--- src/rtl/fifo_stream_reader.sv ---
// fifo_stream_reader: drains a 1-cycle-latency FIFO into a valid/ready stream via a 2-entry skid buffer; STREAM_LAST_EN adds m_last burst framing
module fifo_stream_reader #(
  parameter int DATA_WIDTH = 8,
  parameter int BURST_LEN  = 4,
  parameter int CNT_WIDTH  = 16
) (
  input  logic                  clk,
  input  logic                  rst_n,
  input  logic                  en,
  input  logic                  fifo_empty,
  input  logic [DATA_WIDTH-1:0] fifo_rd_data,
  output logic                  fifo_rd_en,
  output logic                  m_valid,
  input  logic                  m_ready,
  output logic [DATA_WIDTH-1:0] m_data,
  output logic                  m_last,
  output logic [CNT_WIDTH-1:0]  words_out,
  output logic                  busy
);
  logic [1:0]            occ_q, occ_d, level, cap_idx;
  logic                  inflight_q, inflight_d, pop;
  logic [DATA_WIDTH-1:0] buf0_q, buf0_d, buf1_q, buf1_d;
  logic [CNT_WIDTH-1:0]  words_q, words_d;
  assign m_valid   = occ_q != 2'd0;
  assign m_data    = m_valid ? buf0_q : '0;
  assign words_out = words_q;
  assign busy      = m_valid || inflight_q;
  // issue, capture and skid-buffer shifting; level counts words held or owed after this edge
  always_comb begin
    pop        = m_valid && m_ready;
    level      = occ_q + {1'b0, inflight_q} - {1'b0, pop};
    cap_idx    = occ_q - {1'b0, pop};
    fifo_rd_en = rst_n && en && !fifo_empty && level < 2'd2;
    occ_d      = level;
    inflight_d = fifo_rd_en;
    words_d    = words_q + CNT_WIDTH'(pop);
    buf0_d     = (pop && occ_q == 2'd2) ? buf1_q : buf0_q;
    buf1_d     = buf1_q;
    if (inflight_q && cap_idx == 2'd0) buf0_d = fifo_rd_data;
    if (inflight_q && cap_idx == 2'd1) buf1_d = fifo_rd_data;
  end
  // state registers
  always_ff @(posedge clk or negedge rst_n) begin
    if (!rst_n) begin
      occ_q      <= '0;
      inflight_q <= 1'b0;
      buf0_q     <= '0;
      buf1_q     <= '0;
      words_q    <= '0;
    end else begin
      occ_q      <= occ_d;
      inflight_q <= inflight_d;
      buf0_q     <= buf0_d;
      buf1_q     <= buf1_d;
      words_q    <= words_d;
    end
  end
`ifdef STREAM_LAST_EN
  localparam int BW = BURST_LEN > 1 ? $clog2(BURST_LEN) : 1;
  logic [BW-1:0] beat_cnt_q, beat_cnt_d;
  assign m_last = m_valid && beat_cnt_q == BW'(BURST_LEN - 1);
  // beat position within the current burst, wrapping on the last beat
  always_comb beat_cnt_d = pop ? (m_last ? '0 : beat_cnt_q + 1'b1) : beat_cnt_q;
  // beat counter register
  always_ff @(posedge clk or negedge rst_n) begin
    if (!rst_n) beat_cnt_q <= '0;
    else beat_cnt_q <= beat_cnt_d;
  end
`else
  assign m_last = 1'b0;
`endif
endmodule
--- config.mk ---
export PLATFORM = sky130hd
export DESIGN_NAME = fifo_stream_reader
export DESIGN_NICKNAME = d
export VERILOG_FILES = /design/src/rtl/fifo_stream_reader.sv
export SDC_FILE = /design/constraint.sdc
export NUM_CORES = 1
export LEC_CHECK = 0
export CELL_PAD_IN_SITES_DETAIL_PLACEMENT = 0
export CELL_PAD_IN_SITES_GLOBAL_PLACEMENT = 2
export CORE_ASPECT_RATIO = 0.7
export CORE_MARGIN = 5
export CORE_UTILIZATION = 31
export DETAILED_ROUTE_END_ITERATION = 8
export GPL_ROUTABILITY_DRIVEN = 0
export PLACE_DENSITY_LB_ADDON = 0.1
export SKIP_LAST_GASP = 1
export SLEW_MARGIN = 20
export SYNTH_ARGS = -nofsm -noshare
export SYNTH_HDL_FRONTEND = slang
export SYNTH_SLANG_ARGS = --single-unit
--- constraint.sdc ---
create_clock -name clk -period 2.3 [get_ports clk]
set_input_delay 0.23 -clock clk [delete_from_list [all_inputs] [get_ports clk]]
set_output_delay 0.23 -clock clk [all_outputs]
set_load 0.05 [all_outputs]
==> results.cfg <==
[status]
status = finished clean

[hold_path]
hold_path.class = in -> async

[grt]
grt_pass1_vias = 1210
grt_util_met2_pct = 16.3
use_met1_pct = 15.6
grt_pass1_wl_mm = 5.87
grt.busiest_layer = met2
overflow = 0
grtUsageMet3_pct = 4.18
grt_max_degree = 36
antenna_found_initial = 0
grtUsageTotal_pct = 11.3

[yosys]
synthTopCellsByCount = 35 x dfrtp_1, 13 x nand2_1, 13 x xnor2_1
synth_area_leaders = dfrtp_1 55%, xnor2_1 7.2%, mux2_2 5.7%
synthMostInstantiatedCell = dfrtp_1
ys_seq_area_share_pct = 55.1
synth_top_area_cell = dfrtp_1
synth_edf_count = 0
synthesis.nets = 151
netlist_instances = 135
synthFlopType = dfrtp_1
async_flop_share_pct = 100
syn_area_per_cell_um2 = 11.8
ys_ff_latch = 35
syn-cell-area_mm2 = 0.00159
yosysWarnings = 0
yosysTopAreaCellShare_pct = 55.1
ys_types = 28

[route]
wl_per_cell_um = 14.2
drc = 0
ant_nets = 0
num_vias = 1137
dr.pass1.iters = 4
drt_iter0_drc = 17
viasPerCell = 4.49
routed_wl_mm = 3.61

[sta]
tightest_slew_ps = 527
fin_crit_sh_pct = 96.1
drv_slew = 0
maxSlewHeadroom_pct = 64.6
finalSetupViolations = 0
tns_ps = 0
period_minus_slack_ps = 2210
hold_violations = 0
rsz0062_at_grt = yes
fmax_mhz = 452
fin_worst_skew_ps = 4.75

[job]
drv_cap = 0

[finish]
final_util_pct = 46.1
finalNetCount = 199
multi_input_area_um2 = 707
fin_area_mm2 = 0.00224
antenna_cells = 0
drive_gt1_share_pct = 19.0
area_growth_pct = 40.8
register_area_um2 = 878
n_fill_cell = 472

[die]
die_area_mm2 = 0.00669
chipWidth_um = 95.6
core.rowCount = 21
core_area_mm2 = 0.00486
die_h_um = 69.9
ios = 41
initial_utilization_pct = 32.7

[power]
powerDensity_mw_per_mm2 = 1290
seq_power_share_pct = 33.4
power.share.switching_pct = 41.0
pwr-share-clk_pct = 19.8
combPwrFrac_pct = 46.9
p_int_uw = 1700
total_power_uw = 2880
p_switching_uw = 1180
leakagePower_uw = 0.00101
peakVddDrop_mv = 0.517

[setup_path]
endpoint_kind = output port
critPathMaxFanout = 4
crit_end = fifo_rd_en
worstPathRequired_ps = 2070
cp-startpoint = occ_q[1]
r2r-end = inflight_q
r2r_setup_slack_ps = 670
crit_path_start_kind = flip-flop
criticalPathCategory = reg -> out
worstRegToRegCells = 7
r2r-start = occ_q[1]
cp.arrival_ps = 1980

[clocking]
insertion_delay_ps = 280
cts_tree = done
htree_levels = 2
cts_root_buffer = clkbuf_8
numCtsBuffers = 5
clockBufferDepth = 2
clk_pin_slew_ps = 70
clkSinkCount = 35
hold_buffers = 0

[place]
hpwl_mm = 2.53
dpl_cell_area_mm2 = 0.00208
io_buffers = 39
registers in the layout (all words and copies together), names as in the netlist:
name	count
occ_q	2
buf1_q	8
inflight_q	1
words_out	16
buf0_q	8
how the worst min path moves through the flow:
stage	start	endpoint	cells past startpoint
CTS	rst_n	words_out[12]	2
finish	rst_n	words_out[13]	2
global route	rst_n	buf0_q[0]	2
global placement	rst_n	words_out[15]	2
detailed placement	rst_n	words_out[12]	2
floorplan	rst_n	buf0_q[0]	0
cell type report:
type                            instances  area share [%]
Tap cell                               69            3.85
Timing Repair Buffer                   45            19.8
Inverter                                2           0.335
Sequential cell                        35            39.2
Clock inverter                          2            1.56
Clock buffer                            6            3.69
Multi-Input combinational cell         94            31.6
critical path, stage by stage, from the launching register on:
cell	delay, ps
dfrtp_2	440
nor2_4	130
inv_2	40
and2_1	170
xor2_1	150
ha_2	200
xnor2_2	160
nor3_4	230
buf_12	170
metal layers:
layer | vias up | routed length, um
met5 | - | 0
met2 | 33 | 1600
met3 | 5 | 214
li1 | 553 | -
met4 | 0 | 34
met1 | 546 | 1750
cell usage in the layout (no fill, tap or decap), drive strengths merged:
cell type      netlist  routed
ha                   3       3
clkbuf               1       6
or3                  1       1
nand2               14      14
dlymetal6s2s         0       1
nand2b               2       2
o21ai                9       9
and4                 3       3
and2                10      10
a21oi                1       1
clkinv               0       1
conb                 1       1
nand3b               1       1
and3b                1       1
nand4                4       4
nor2                 3       3
mux2                 8       8
nor3                 2       2
buf                  3       8
xnor2               13      13
clkdlybuf4s50        0      36
nor4bb               1       1
mux2i                8       8
nand3                6       6
xor2                 3       3
inv                  2       2
dfrtp               35      35
bufinv               0       1
metrics by stage:
step,worst slack (ps),hold slack [ps],cells
6_report,89.1,51.3,253
4_1_cts,12.3,70.4,250
3_3_place_gp,215,371,242
5_1_grt,-11.2,101,253
2_1_floorplan,67.9,-65.6,135
3_5_place_dp,201,383,242
cell families after synthesis:
| group | synth area share, % |
|---|---|
| AND/OR/NAND/NOR | 17.2 |
| flip-flops | 55.1 |
| XOR/XNOR | 8.81 |
| multiplexers | 10.7 |
| AO/OA/AOI/OAI | 3.38 |
| buffers and inverters | 2.28 |
| adder cells (fa/ha/maj) | 2.36 |
| other | 0.236 |
power by group through the flow:
stage / Combinational (uW) / Sequential [uW] / Clock (uW)
2_1_floorplan: 710 / 1110 / 0
3_3_place_gp: 1280 / 956 / 0
3_5_place_dp: 1290 / 972 / 0
4_1_cts: 1300 / 962 / 592
5_1_grt: 1440 / 992 / 607
6_report: 1350 / 961 / 569
what timing repair did:
item                                    4_1_cts  5_1_grt
gates resized for setup                       1        6
buffers inserted                              0        3
endpoints found under the hold margin         0        0
endpoints found under the setup margin        1        8
pin swaps                                     1        1
Power figures use the tool's default switching activity.
==> RTL change 1: new RTL, config.mk and constraints unchanged <==
Build with the macro `STREAM_LAST_EN` defined.
--- a/src/rtl/fifo_stream_reader.sv
+++ b/src/rtl/fifo_stream_reader.sv
@@ -1,2 +1,4 @@
 // fifo_stream_reader: drains a 1-cycle-latency FIFO into a valid/ready stream via a 2-entry skid buffer; STREAM_LAST_EN adds m_last burst framing
+`define STREAM_LAST_EN
+
 module fifo_stream_reader #(
Behaviour: not the same (Yosys sat finds a counterexample within 10 cycles, from zero or initial values and one cycle with rst_n low).
==> RTL change 1 against the original RTL <==
  * Wire length is 4.4% higher
  * Sequential cell count grew 2
  * Largest power group unchanged
  * Critical path depth unchanged
  * Total power up 2.3%
  * Worst setup slack got worse by 0.11 ns
  * The run now ends with negative setup slack left
  * Final area grew 7.9%
  * Synthesized area is 9.2% higher
  * Critical endpoint unchanged
==> RTL change 1: results (changes against the original RTL) <==
| Metric | Value |
|---|---|
| Cell total after placement | 258 (was 242) |
| Port Buffer Count | 40 (was 39) |
| Pint | 1.70 mW (about the same) |
| Worst clock skew | 0.00478 ns (was 0.00475 ns) |
| Status | finished with violations (was completed) |
| Max VDD drop | 0.000421 V (was 0.000517 V) |
| Overall routing resource usage | 10.9% (was 11.3%) |
| Failing checks | negative setup slack |
| Top cells by area, synth | dfrtp_1, mux2_2, mux2i_1 (was dfrtp_1, xnor2_1, mux2_2) |
| Final setup fails | 1 (was 0) |
| Setup ws final | -0.0211 ns (was 0.0891 ns) |
| Largest net degree at the start of global routing | 38 (was 36) |
| Pleak | 1.19 nW (was 1.01 nW) |
| Fin cells | 275 (was 253) |
| Final hold slack | 0.00859 ns (was 0.0513 ns) |
| Setup TNS Final | -0.0211 ns (was 0 ns) |
| Post-Synth Adder-Cell Area | 2.88% (was 2.36%) |
| GRT met3 Usage | 4.11% (was 4.18%) |
| Hpwl dp | 2710 um (was 2530 um) |
| Initial DRC Count | 49 (was 17) |
| Syn nets | 165 (was 151) |
| R2R depth | 10 (was 7) |
| Worst slack, placed | 0.202 ns (was 0.201 ns) |
| Worst EP arrival | 2.09 ns (was 1.98 ns) |
| Via-per-instance ratio | 4.61 (was 4.49) |
| Mean routed wirelength per cell | 13.7 um (was 14.2 um) |
| R2r setup slk | 0.40 ns (was 0.67 ns) |
| Multiplexer area fraction after synthesis | 9.80% (was 10.7%) |
| Worst r2r src | occ_q[0] (was occ_q[1]) |
| Reg2Reg Capture Point | words_out[8] (was inflight_q) |
-- RTL change 1: critical path: stages, from the launching register on --
cell,delay [ns]
dfrtp_2,0.41
or2_4,0.27
nand2_4,0.10
inv_6,0.04
xor2_2,0.13
ha_2,0.21
xnor2_2,0.14
nor3_2,0.28
clkbuf_16,0.22
-- RTL change 1: metrics by stage --
step                      cell area (um^2)  util [%]  power, mW
after floorplan                       1740         -       1.97
after global placement                2230      41.8       2.39
after detailed placement              2230      41.8       2.42
after CTS                             2330      43.6       2.89
after global routing                  2420      45.3       3.12
final                                 2420      45.3       2.94
-- RTL change 1: cell type report --
type / count / area, um^2 / share of cell area [%]
Inverter: 2 / 12.5 / 0.518
Sequential cell: 37 / 927 / 38.4
Multi-Input combinational cell: 105 / 800 / 33.1
Timing Repair Buffer: 51 / 508 / 21.0
Tap cell: 72 / 90.1 / 3.73
Clock buffer: 8 / 80.1 / 3.31
==> RTL change 2: new RTL, same settings <==
Made on the original files. `words_q` no longer has a reset.
--- a/src/rtl/fifo_stream_reader.sv
+++ b/src/rtl/fifo_stream_reader.sv
@@ -48,3 +48,2 @@
       buf1_q     <= '0;
-      words_q    <= '0;
     end else begin
@@ -54,4 +53,7 @@
       buf1_q     <= buf1_d;
-      words_q    <= words_d;
     end
+  end
+
+  always_ff @(posedge clk) begin
+    words_q <= words_d;
   end
Function: differs if rst_n is asserted again (counterexample within 4 cycles, from zero or initial values and one cycle with rst_n low); with rst_n held inactive, the same outputs for 10 cycles.
==> RTL change 2 against the original RTL <==
  * Final area decreased by 5.0%
  * Final cell count unchanged
  * Synthesized area down 5.0%
  * Total power down 6.1%
  * Wire length fell by 13%
  * Sequential cell count stayed put
  * Critical path type unchanged
  * Maximum frequency decreased by 1.0%
  * Global-route usage decreased by 0.36 points
  * Sequential share of layout area decreased by 1.7 points
  * Worst setup slack worse by 0.023 ns
  * Hold slack gained 0.27 ns
  * Die area decreased by 4.4%
  * Critical endpoint unchanged
==> RTL change 2: results (changes against the original RTL) <==
| Metric | Value |
|---|---|
| CP max FO | 5 (was 4) |
| Final hold slack | 0.319 ns (was 0.0513 ns) |
| Hpwl dp | 2340 um (was 2530 um) |
| Overall routing resource usage | 10.9% (was 11.3%) |
| Worst EP arrival | 2.00 ns (was 1.98 ns) |
| Fill cells | 457 (was 472) |
| Post-route clock period utilization | 97.1% (was 96.1%) |
| DR pass1 iterations | 3 (was 4) |
| Async SR Flop Fraction | 54.3% (was 100%) |
| First-pass GRT wire length | 5240 um (was 5870 um) |
| Final WL | 3140 um (was 3610 um) |
| GRT met3 Usage | 4.07% (was 4.18%) |
| WL met2 | 1340 um (was 1600 um) |
| Met2 usage | 15.6% (was 16.3%) |
| Pleak | 0.907 nW (was 1.01 nW) |
| Clock buf/inv share | 3.82% (was 5.25%) |
| Clk_buf instances | 7 (was 6) |
| Syn avg cell area | 11.2 um^2 (was 11.8 um^2) |
| Status | completed (unchanged) |
| R2r setup slk | 0.65 ns (was 0.67 ns) |
| Top cells by area, synth | dfrtp_1, dfxtp_1, xnor2_1 (was dfrtp_1, xnor2_1, mux2_2) |
| Via-per-instance ratio | 4.33 (was 4.49) |
| Post-synthesis sequential area ratio | 52.7% (was 55.1%) |
| Layout cells sized above 1 | 17.4% (was 19.0%) |
| Largest net degree at the start of global routing | 20 (was 36) |
| Post_cts resized | 2 (was 1) |
| Sequential share of cell area | 37.5% (was 39.2%) |
| Pwr dens | 1270 mW/mm^2 (was 1290 mW/mm^2) |
| Worst clock skew | 0.00400 ns (was 0.00475 ns) |
| Met3 WL post-DR | 212 um (was 214 um) |
| M1 GR Usage | 15.0% (was 15.6%) |
[RTL change 2: logic make-up (layout without fill, tap and decap cells)]
logic type,Yosys count,count (layout),share of synthesized area (%)
AOI/OAI and AO/OA,10,10,3.56
xor gates and xnor gates,16,16,9.28
adders and majority gates,3,3,2.49
buffers and inverters,6,55,2.40
DFF,35,35,52.7
muxes,16,16,11.3
other,1,1,0.248
and+or+nand+nor,48,48,18.1
[RTL change 2: where the power goes]
part           leakage (nW)  total (mW)  internal (mW)  switching, mW
combinational         0.495        1.32          0.533          0.791
sequential            0.369       0.965          0.812          0.153
clock                0.0422       0.416          0.212          0.203
total                 0.907        2.70           1.56           1.15
[RTL change 2: critical path, cell delays in order, from the launching register on]
cell	delay, ns
dfrtp_2	0.45
nor2_4	0.14
inv_2	0.04
and2_1	0.17
xor2_1	0.15
ha_2	0.19
xnor2_2	0.16
nor3_4	0.25
buf_12	0.17
